==> src/rtl/cv32e40p_wb_stage.sv <==
// ----------------------------------------------------------------------------
// cv32e40p_wb_stage
//
// Write-back stage sitting directly downstream of the execute stage. Completed
// LSU / long-latency results are captured into a small in-order result buffer
// and drained into the shared register-file write port under a grant
// handshake. Pending results are forwarded to the ID stage, and retire /
// contention counters are provided for the performance unit.
//
// Ports:
//   clk, rst                    clock, synchronous active-high reset
//   ex_valid_i, ex_we_i,        execute-stage write beat (valid, write enable,
//   ex_err_i, ex_waddr_i,       LSU error, destination register, data)
//   ex_wdata_i
//   wb_ready_o                  buffer has room for another instruction
//   rf_we_o, rf_waddr_o,        register-file write request from buffer head
//   rf_wdata_o
//   rf_gnt_i                    register-file port accepted the write
//   fw_raddr_a_i, fw_raddr_b_i  ID operand source registers
//   fw_hit_a_o, fw_hit_b_o      a pending entry matches the operand
//   fw_data_a_o, fw_data_b_o    forwarded data (youngest match)
//   retire_cnt_o                committed register writes (wrapping)
//   contention_cnt_o            denied write-request cycles (saturating)
// ----------------------------------------------------------------------------
module cv32e40p_wb_stage #(
  parameter int DEPTH  = 2,
  parameter int ADDR_W = 6,
  parameter int DATA_W = 32
) (
  input  logic              clk,
  input  logic              rst,
  input  logic              ex_valid_i,
  input  logic              ex_we_i,
  input  logic              ex_err_i,
  input  logic [ADDR_W-1:0] ex_waddr_i,
  input  logic [DATA_W-1:0] ex_wdata_i,
  output logic              wb_ready_o,
  output logic              rf_we_o,
  output logic [ADDR_W-1:0] rf_waddr_o,
  output logic [DATA_W-1:0] rf_wdata_o,
  input  logic              rf_gnt_i,
  input  logic [ADDR_W-1:0] fw_raddr_a_i,
  input  logic [ADDR_W-1:0] fw_raddr_b_i,
  output logic              fw_hit_a_o,
  output logic              fw_hit_b_o,
  output logic [DATA_W-1:0] fw_data_a_o,
  output logic [DATA_W-1:0] fw_data_b_o,
  output logic [31:0]       retire_cnt_o,
  output logic [15:0]       contention_cnt_o
);

  localparam int PTR_W = $clog2(DEPTH);
  localparam int CNT_W = PTR_W + 1;

  logic [ADDR_W-1:0] buf_addr [DEPTH];
  logic [DATA_W-1:0] buf_data [DEPTH];
  logic [PTR_W-1:0]  rd_ptr;
  logic [PTR_W-1:0]  wr_ptr;
  logic [CNT_W-1:0]  count;

  logic accept;
  logic push;
  logic pop;

  // Ready depends only on the registered occupancy, so there is no
  // combinational path from the grant or the incoming valid.
  assign wb_ready_o = (count < CNT_W'(DEPTH));
  assign accept     = ex_valid_i & wb_ready_o;
  // x0 writes and error-suppressed writes are consumed without an entry.
  assign push       = accept & ex_we_i & ~ex_err_i & (ex_waddr_i != '0);

  assign rf_we_o    = (count != '0);
  assign rf_waddr_o = rf_we_o ? buf_addr[rd_ptr] : '0;
  assign rf_wdata_o = rf_we_o ? buf_data[rd_ptr] : '0;
  assign pop        = rf_we_o & rf_gnt_i;

  always_ff @(posedge clk) begin
    if (rst) begin
      rd_ptr           <= '0;
      wr_ptr           <= '0;
      count            <= '0;
      retire_cnt_o     <= '0;
      contention_cnt_o <= '0;
      for (int i = 0; i < DEPTH; i++) begin
        buf_addr[i] <= '0;
        buf_data[i] <= '0;
      end
    end else begin
      if (push) begin
        buf_addr[wr_ptr] <= ex_waddr_i;
        buf_data[wr_ptr] <= ex_wdata_i;
        wr_ptr           <= wr_ptr + PTR_W'(1);
      end
      if (pop) begin
        rd_ptr       <= rd_ptr + PTR_W'(1);
        retire_cnt_o <= retire_cnt_o + 32'd1;
      end
      case ({push, pop})
        2'b10:   count <= count + CNT_W'(1);
        2'b01:   count <= count - CNT_W'(1);
        default: count <= count;
      endcase
      if (rf_we_o && !rf_gnt_i && contention_cnt_o != 16'hFFFF) begin
        contention_cnt_o <= contention_cnt_o + 16'd1;
      end
    end
  end

  // Walk the live entries from oldest to youngest so a later match
  // overrides an earlier one, giving youngest-wins priority.
  always_comb begin
    logic [PTR_W-1:0] idx;
    idx         = '0;
    fw_hit_a_o  = 1'b0;
    fw_hit_b_o  = 1'b0;
    fw_data_a_o = '0;
    fw_data_b_o = '0;
    for (int i = 0; i < DEPTH; i++) begin
      idx = rd_ptr + PTR_W'(i);
      if (CNT_W'(i) < count) begin
        if (buf_addr[idx] == fw_raddr_a_i && fw_raddr_a_i != '0) begin
          fw_hit_a_o  = 1'b1;
          fw_data_a_o = buf_data[idx];
        end
        if (buf_addr[idx] == fw_raddr_b_i && fw_raddr_b_i != '0) begin
          fw_hit_b_o  = 1'b1;
          fw_data_b_o = buf_data[idx];
        end
      end
    end
  end

endmodule
==> config.mk <==
export PLATFORM = sky130hd
export DESIGN_NAME = cv32e40p_wb_stage
export DESIGN_NICKNAME = d
export VERILOG_FILES = /design/src/rtl/cv32e40p_wb_stage.sv
export SDC_FILE = /design/constraint.sdc
export NUM_CORES = 1
export LEC_CHECK = 0
export CAP_MARGIN = 20
export CORE_AREA = 4 4 167 169
export DETAILED_ROUTE_END_ITERATION = 10
export DIE_AREA = 0 0 171 173
export PLACE_DENSITY = 0.53
export SYNTH_ARGS = -nofsm -noshare
export SYNTH_HDL_FRONTEND = slang
export SYNTH_SLANG_ARGS = --single-unit
==> constraint.sdc <==
create_clock -name clk -period 4.1 [get_ports clk]
set_input_delay 0.615 -clock clk [delete_from_list [all_inputs] [get_ports clk]]
set_output_delay 0.615 -clock clk [all_outputs]
set_load 0.05 [all_outputs]
# After elaboration in Yosys (flattened, before gate mapping)
# Memories as Yosys holds them, arrays and structs flattened. A register that Yosys moved wholly into a read port is not among the register bits.
# Cells that the tools add are included.
# W data, S select, Z words.
# word_totals
regBits	52
ram_bits	76
wordCells	77
n_memories	2
# memory_table
name	words	word_bits	rd	rd_clocked_by_memory_dff	wr	line_no	rtl
buf_data	2	32	2	1	2	56	logic [DATA_W-1:0] buf_data [DEPTH];
buf_addr	2	6	2	1	2	55	logic [ADDR_W-1:0] buf_addr [DEPTH];
# classes
addsub	6
magnitude_cmp	3
eq_ne	7
mux	34
bitwise_logic	6
n_reduce_logical	14
# ops
operator	count
$mux W32	10
$add A32 B1 Y32 const B	1
$reduce_or A32 Y1	1
$eq A6 B6 Y1	4
$mux W1	21
$reduce_bool A6 Y1	3
$add A16 B1 Y16 const B	1
$ne A16 B16 Y1 const B	1
$mux W6	2
$logic_and A1 B1 Y1	6
$reduce_or A6 Y1	1
$and A1 B1 Y1	5
$lt A1 B2 Y1 const A	2
$pmux W2 S2	1
$reduce_bool A2 Y1	2
$add A1 B1 Y1 const B	2
$add A2 B1 Y2 const B	1
$eq A2 B1 Y1 const B	1
$eq A2 B2 Y1 const B	1
$lt A2 B2 Y1 const B	1
$sub A2 B1 Y2 const B	1
$logic_not A1 Y1	1
$not A1 Y1	1

# Logic depth before layout (Yosys ltp)
# Gate-level depths: netlist of the first run.
# logic_depth
ltp_word	10
ltp_mapped	9
depth_no_buf	7

# Worst setup path before layout of the first run
# OpenSTA, ideal clock, no wires.
# synth_timing
path_type	input to output
start	in fw_raddr_a_i[2]
end	out fw_data_a_o[0]
t_arrival_ns	3.497
required_time_ns	3.485
path_slack_ns	-0.012
cell_stages	6
path_cell_list	or4_1 o31ai_2 nor4_4 and2_1 buf_2 o41ai_1
# synth_between
elab_chain_len	6
# synth_lines
item	line_no	rtl
from (decl)	42	input logic [ADDR_W-1:0] fw_raddr_a_i,
$eq A6 B6 Y1 or $reduce_bool A6 Y1 (tied branches)	121	if (buf_addr[idx] == fw_raddr_a_i && fw_raddr_a_i != '0) begin
$logic_and A1 B1 Y1	121	
$mux W32	121	
$mux W32	120	if (CNT_W'(i) < count) begin
$mux W32	121	
$mux W32 (*)	120	
to (decl)	46	output logic [DATA_W-1:0] fw_data_a_o,
# Every way passes the cells marked *; elsewhere a longest branch is shown, timed or not.

# Worst setup path after layout of the first run
# layout_timing
start	in fw_raddr_a_i[2]
end	out fw_data_a_o[8]
# Same word-level chain as after synthesis.

==> impl_summary.txt, run 1 <==
----------------------------------------------------
[Routing]
  Routed length per placed instance ... between 15 and 20 microns
  DRC errors left ... 0
  Detailed Route Iter0 Violations ... 316
  Number of vias per cell ... 5.00
  First drt pass iteration count ... 5
  Number of nets still failing antenna checks after routing ... 0
  Post-Route WL ... around 25000 microns
  Via Count ... 6566

[Power]
  Static Leakage ... 4.19 nW
  Pwr/cell area ... 470 mW/mm^2
  Total chip power ... between 5 and 6 mW
  Worst vdd rail ir drop ... about 250 uV

[STA]
  Number of hold-slack violations in the final timing report ... 0
  Worst Skew ... around 0.011 ns
  Fraction of the cycle the final worst path needs ... between 90% and 100%
  Slack of the critical path ... 0.199 ns
  Unrepaired setup endpoints after global routing ... no
  Final worst hold slack ... slightly below 0.5 ns
  Transition time of the tightest slew-check pin ... a little under 0.9 ns
  Tmin final ... 3.90 ns
  FMAX ... 256 MHz
  Slew Limit Fails ... 0
  Worst rel slew slack ... around two fifths
  Final setup violation count ... 0

[Worst hold path]
  Worst Hold Class ... flop to flop

[GRT]
  Antenna violations before repair ... 4
  Global route total overflow ... 0
  Largest net degree at the start of global routing ... 43
  Vias in the first global route ... 6556
  Overall track demand over capacity in global routing ... 16.5%
  First-pass GRT wire length ... 38300 microns

[Clock network]
  Maximum root-to-sink buffer count ... 2
  CTS Buf Count ... 17
  Postcts setup bufs ... 0
  H-tree levels ... 4
  Worst-Skew Late Latency ... approximately 0.41 ns
  Clock tree from TritonCTS ... yes
  Count of cells resized by post-cts repair ... 0
  Cell at the root of the clock tree ... clkbuf_16
  Clk pin slew, worst setup/hold paths ... 0.06 ns
  Number of hold buffers added after CTS ... 0
  Clk sinks ... between 100 and 150

[Outcome]
  Run status ... complete, no violations

[Floorplan]
  Chip Width ... 171 microns
  Height of the die ... between 150 and 200 microns
  Standard cell core area ... 0.0266 sq mm
  Ports placed on the boundary ... 210
  Effective utilization at floorplan ... 29.5%
  Overall die area ... 0.0296 sq mm
  Cell Rows ... 60

[Yosys]
  Synthesized net count ... 826
  Unique masters post-synth ... 49
  Dominant cells by area after synthesis ... edfxtp_1 29%, mux2i_1 15%, dfxtp_1 14%
  Most frequent cells after synthesis ... 118 x mux2i_1, 92 x nor2_1, 80 x and2_1
  Cell type with the highest aggregate area in the netlist ... edfxtp_1
  Portion of synthesized cell area occupied by the leading cell type ... 29.1%
  Cell area after synthesis ... slightly below 0.008 sq mm
  Average size of a mapped cell ... 10.3 sq um
  Most frequent cell after synthesis ... mux2i_1
  EDFF count, synth ... 76
  Async set-reset flop share out of synthesis ... 0%
  Instance count of the mapped netlist ... 765
  Sequential share of the synthesized area ... ~43%
  Syn. warnings ... 0
  Total of flip-flops plus latches after synthesis ... 129
  Most used DFF post-synth ... edfxtp_1

[Cells and area]
  Layout cell share with drive strength beyond 1 ... 16.4%
  Nets@finish ... roughly 1000
  Area growth syn-to-layout ... 44.8%
  Layout filler cell count ... roughly 2600

[Placement]
  Post-DP HPWL ... 17600 microns
  IO Port Bufs ... 209
  Post-placement setup slack ... 0.190 ns
  Final weighted congestion in routability-driven placement ... 0.805

[Worst setup path]
  Crit path required time ... 3.48 ns
  Number of buffers and inverters on the critical path ... 3
  Cell at the slowest stage of the critical path ... or4_1
  Critical path type ... input port to output port
  Crit. End Element ... output port
  CP Max Fanout ... 19
  Cells along the critical path ... clkdlybuf4s50_1 > or4_1 > o31ai_2 > nor4_4 > and2_2 > buf_12 > o41ai_2 > buf_4
  Maximum single-stage delay on the critical path ... 0.58 ns
  Worst path top cell family by delay ... simple AND/OR/NAND/NOR gates
  Critical path launch point type ... input port
  Worst Path Arrival ... 3.29 ns

[Job]
  Number of max-cap violations ... 0

----------------------------------------------------
[power by group]
group | switching, mW | internal (mW) | total, mW
combinational | 1.49 | 0.718 | 2.21
sequential | 0.0729 | 1.45 | 1.52
clock | 0.581 | 1.03 | 1.61
[cell families (layout without fill, tap and decap cells)]
logic type	after synthesis	count (layout)	share of synthesized area [%]
AOI/OAI and AO/OA	54	54	7.17
xor gates and xnor gates	66	66	7.37
adders and majority gates	5	5	0.797
buffers and inverters	62	268	3.56
DFF	129	129	42.6
muxes	119	119	15.2
other	0	2	0
and+or+nand+nor	330	330	23.3
[worst paths after layout]
| path | startpoint | endpoint | slack (ns) | cells past startpoint |
|---|---|---|---|---|
| setup / recovery | fw_raddr_a_i[2] | fw_data_a_o[8] | 0.20 | 8 |
| setup reg to reg | count[1]$_SDFFE_PP0P_ | retire_cnt_o[31]$_SDFFE_PP0P_ | 1.06 | 7 |
| hold / removal | retire_cnt_o[31]$_SDFFE_PP0P_ | retire_cnt_o[31]$_SDFFE_PP0P_ | 0.49 | 2 |
| hold reg to reg | retire_cnt_o[31]$_SDFFE_PP0P_ | retire_cnt_o[31]$_SDFFE_PP0P_ | 0.49 | 2 |
[routing by layer]
layer | GRT usage [%] | share of wire [%] | up-vias
li1 | - | - | 3162
met1 | 21.5 | 45 | 3146
met2 | 26.4 | 46 | 212
met3 | 4.96 | 7.3 | 40
met4 | 5.15 | 2.1 | 6
met5 | 0 | 0.14 | -
[registers in the layout (all words and copies together), names as in the netlist, named ones only]
name and cells:
contention_cnt_o 16, wr_ptr 1, rd_ptr 1, buf_data 64, buf_addr 12, retire_cnt_o 32
count 2
[stage by stage]
step	utilization (%)	std cells	setup TNS (ns)	area, sq um
after floorplan	-	765	-0.0354	7850
after global placement	40.3	1279	0	10700
after detailed placement	40.3	1279	0	10700
after CTS	42.7	1311	0	11300
after global routing	42.8	1313	0	11400
final	42.8	1314	0	11400
[cell usage in the layout (no fill, tap or decap), types with 23 or more instances in the layout]
| cell | count |
|---|---|
| and2_1 | 79 |
| buf_12 | 47 |
| buf_4 | 39 |
| clkdlybuf4s50_1 | 142 |
| dfxtp_1 | 51 |
| edfxtp_1 | 76 |
| mux2i_1 | 118 |
| nand3_1 | 56 |
| nand3b_1 | 23 |
| nor2_1 | 92 |
| xnor2_1 | 29 |
| xor2_1 | 37 |
[cell type report]
class / count / area (sq um) / area share (%)
multi-input cells: 574 / 4270 / 37.5
flip-flops and latches: 129 / 3350 / 29.4
repair buffers: 229 / 2660 / 23.4
clock buffers: 23 / 524 / 4.61
well taps: 341 / 427 / 3.75
clock inverters: 9 / 113 / 0.991
inverters: 7 / 26.3 / 0.231
diodes: 2 / 5.00 / 0.0440
[worst min-delay path, cell delays in order (launching register included)]
cell and delay [ns]:
dfxtp_1 0.31, o21ai_0 0.07, a21oi_1 0.06
Note: power is estimated with default switching activity, not from simulation.
==> run 2: changes to the inputs <==
CORE_AREA = 4 4 131 133   (was 4 4 167 169)
CTS_BUF_LIST = sky130_fd_sc_hd__clkbuf_8   (was not set)
DIE_AREA = 0 0 135 137   (was 0 0 171 173)
PLACE_DENSITY = 0.8   (was 0.53)
==> run 2 against run 1 <==
Total power fell by 14%; global-route usage increased by 7.7 points; sequential share of layout area is 1.3 points higher; core utilization increased by 26 points; register-to-register slack improved by 0.14 ns; via count is 1.1% higher; final area is 4.2% lower; critical path depth is 1 lower.
==> impl_summary.txt, run 2 (same netlist as run 1, synthesis figures left out) <==
----------------------------------------------------
[STA]
  Tmin final ... 3.88 ns (-0.0250 ns)
  FMAX ... 258 MHz (+0.65%)
  Number of hold-slack violations in the final timing report ... 0 (unchanged)
  Setup TNS after final layout ... 0 ns (unchanged)
  Unrepaired setup endpoints after global routing ... no
  Fraction of the cycle the final worst path needs ... 94.5% (-0.61 points)
  Final setup violation count ... 0 (unchanged)
  Slew Limit Fails ... 0 (unchanged)
  Worst rel slew slack ... 32.6% (-9.2 points)
  Worst Skew ... 0.00931 ns (-0.00136 ns)
  Transition time of the tightest slew-check pin ... 1.01 ns (+0.138 ns)
  Final worst hold slack ... 0.461 ns (-0.0332 ns)

[Power]
  Static Leakage ... 4.06 nW (-3.0%)
  Pwr/cell area ... 420 mW/mm^2 (-11%)
  Power share of the sequential group ... 33.7% (+5.2 points)
  Switching portion of total power ... 43.1% (+3.0 points)
  Clock power share ... 19.3% (-11 points)
  Worst vdd rail ir drop ... 261 uV (+2.3%)
  Cell internal power dissipation ... 2.60 mW (-19%)
  Sw power ... 1.97 mW (-8.1%)
  Total chip power ... 4.57 mW (-14%)
  Share of total power in combinational logic ... 47.0% (+5.7 points)

[Outcome]
  Run status ... complete, no violations

[Routing]
  Routed length per placed instance ... 18.9 microns (+0.13%)
  Post-Route WL ... 22500 microns (-9.5%)
  Detailed Route Iter0 Violations ... 311 (-1.6%)
  First drt pass iteration count ... 4 (-1)
  Number of nets still failing antenna checks after routing ... 0 (unchanged)
  Via Count ... 6635 (+1.1%)
  Number of vias per cell ... 5.59 (+12%)
  DRC errors left ... 0 (unchanged)

[Cells and area]
  Most frequent standard cell in the layout excluding fill and tap cells ... clkdlybuf4s50_1
  Top library cells by usage in the layout, fill and taps aside ... 142 x clkdlybuf4s50_1, 118 x mux2i_1, 92 x nor2_1
  Layout cell share with drive strength beyond 1 ... 15.8% (-0.62 points)
  Area growth syn-to-layout ... 38.7%
  Most flops, register ... buf_data
  Top Registers ... buf_data: 64 flops, retire_cnt_o: 32 flops, contention_cnt_o: 16 flops
  Number of diodes added for antenna fixing ... 0 (-2)
  Nets@finish ... 1019 (unchanged)
  Post-layout utilization of the core ... 68.8% (+26 points)
  Count of placed standard cells in the final layout, fillers left out ... 1187 (-9.7%)
  Flip-flop count of the largest register after layout ... 64 (unchanged)

[Clock network]
  CTS Buf Count ... 17 (unchanged)
  Cell at the root of the clock tree ... clkbuf_8
  Clk pin slew, worst setup/hold paths ... 0.07 ns (about the same)
  Worst-Skew Late Latency ... 0.43 ns (+0.02 ns)
  Clk sinks ... 129 (unchanged)
  Maximum root-to-sink buffer count ... 2 (unchanged)
  Clock tree from TritonCTS ... yes
  H-tree levels ... 4 (unchanged)
  Number of hold buffers added after CTS ... 0 (unchanged)
  Count of cells resized by post-cts repair ... 0 (unchanged)
  Postcts setup bufs ... 0 (unchanged)

[Worst setup path]
  Critical path type ... flop to output port
  Cells along the critical path ... mux2i_1 > xnor2_1 > nor3_1 > nand4_1 > buf_12 > mux2i_1 > buf_12
  CP Max Fanout ... 15 (-4)
  Critical path launch point type ... flop
  Crit path required time ... 3.48 ns (about the same)
  Maximum single-stage delay on the critical path ... 0.66 ns (+0.08 ns)
  Crit. End Element ... output port
  Cell at the slowest stage of the critical path ... dfxtp_2
  Worst Path Arrival ... 3.26 ns (-0.03 ns)

[GRT]
  First-pass GRT wire length ... 35100 microns (-8.4%)
  Largest net degree at the start of global routing ... 51 (+19%)
  Vias in the first global route ... 6548 (-0.12%)
  Most utilized layer in the global route result ... met2
  Global Route met2 Usage ... 42.8% (+16 points)
  Antenna violations before repair ... 2 (-2)
  Met3 GRT Util ... 6.40% (+1.4 points)
  Overall track demand over capacity in global routing ... 24.2% (+7.7 points)
  Global route total overflow ... 0 (unchanged)
  Met1 Resource Use GR ... 28.9% (+7.4 points)

[Job]
  Number of max-cap violations ... 0 (unchanged)

[Floorplan]
  Chip Width ... 135 microns (-21%)
  Standard cell core area ... 0.0158 sq mm (-40%)
  Ports placed on the boundary ... 210 (unchanged)
  Overall die area ... 0.0185 sq mm (-37%)
  Effective utilization at floorplan ... 49.6% (+20 points)
  Cell Rows ... 46 (-23%)
  Height of the die ... 137 microns (-21%)

[Placement]
  Post-DP HPWL ... 16400 microns (-7.0%)
  Final weighted congestion in routability-driven placement ... 0.873 (+8.4%)
  IO Port Bufs ... 209 (unchanged)
  Count of placed standard cells including taps ... 1153 (-9.9%)

[Worst hold path]
  Worst Hold Class ... input port to flop

----------------------------------------------------
[run 2: changes by cell type in the layout (fill, tap and decap cells not counted), sizes merged]
cell and delta:
diode -2, clkinv +3, bufinv -2, clkbuf -4, inv +3
[run 2: power groups by stage]
stage                     Clock, mW  Sequential (mW)  Combinational (mW)
after floorplan                   0             1.55                1.46
after global placement            0             1.56                2.12
after detailed placement          0             1.57                2.14
after CTS                     0.909             1.54                2.14
after global routing          0.965             1.55                2.25
final                         0.883             1.54                2.15
[run 2: final cells by class]
| class | count | area (sq um) |
|---|---|---|
| tap | 216 | 270 |
| multi-input combinational | 574 | 4270 |
| timing repair buffer | 229 | 2660 |
| clock inverter | 13 | 58.8 |
| clock buffer | 19 | 262 |
| fill | 1231 | 4940 |
| sequential | 129 | 3350 |
| inverter | 7 | 26.3 |
[run 2: metal layers]
| layer | wire [microns] | vias up | part of all wire (%) |
|---|---|---|---|
| met4 | 381 | 4 | 1.7 |
| met5 | 28 | - | 0.12 |
| met3 | 1640 | 39 | 7.3 |
| met2 | 11300 | 251 | 50 |
| li1 | - | 3141 | - |
| met1 | 9180 | 3200 | 41 |
[run 2: worst paths after layout]
path / startpoint / end / slack [ns] / cells after the start
min: rst / flop / 0.46 / 2
max: rd_ptr$_SDFFE_PP0P_ / fw_data_b_o[7] / 0.22 / 7
max reg2reg: count[1]$_SDFFE_PP0P_ / retire_cnt_o[31]$_SDFFE_PP0P_ / 1.20 / 8
min reg2reg: retire_cnt_o[27]$_SDFFE_PP0P_ / retire_cnt_o[27]$_SDFFE_PP0P_ / 0.51 / 2
[run 2: worst max-delay path: cells and delay by family, from the launching register on]
| family | cells | cell delay (ns) |
|---|---|---|
| flip-flops | 1 | 0.66 |
| XOR/XNOR | 1 | 0.13 |
| AND/OR/NAND/NOR | 2 | 0.76 |
| multiplexers | 2 | 0.76 |
| buffers and inverters | 2 | 0.52 |
[run 2: through the flow]
step                      setup slack [ns]  cell area (sq um)
after floorplan                    -0.0118               7850
after detailed placement             0.264              10600
after CTS                            0.170              10900
final                                0.224              10900
after global placement               0.298              10600
after global routing                0.0686              10900
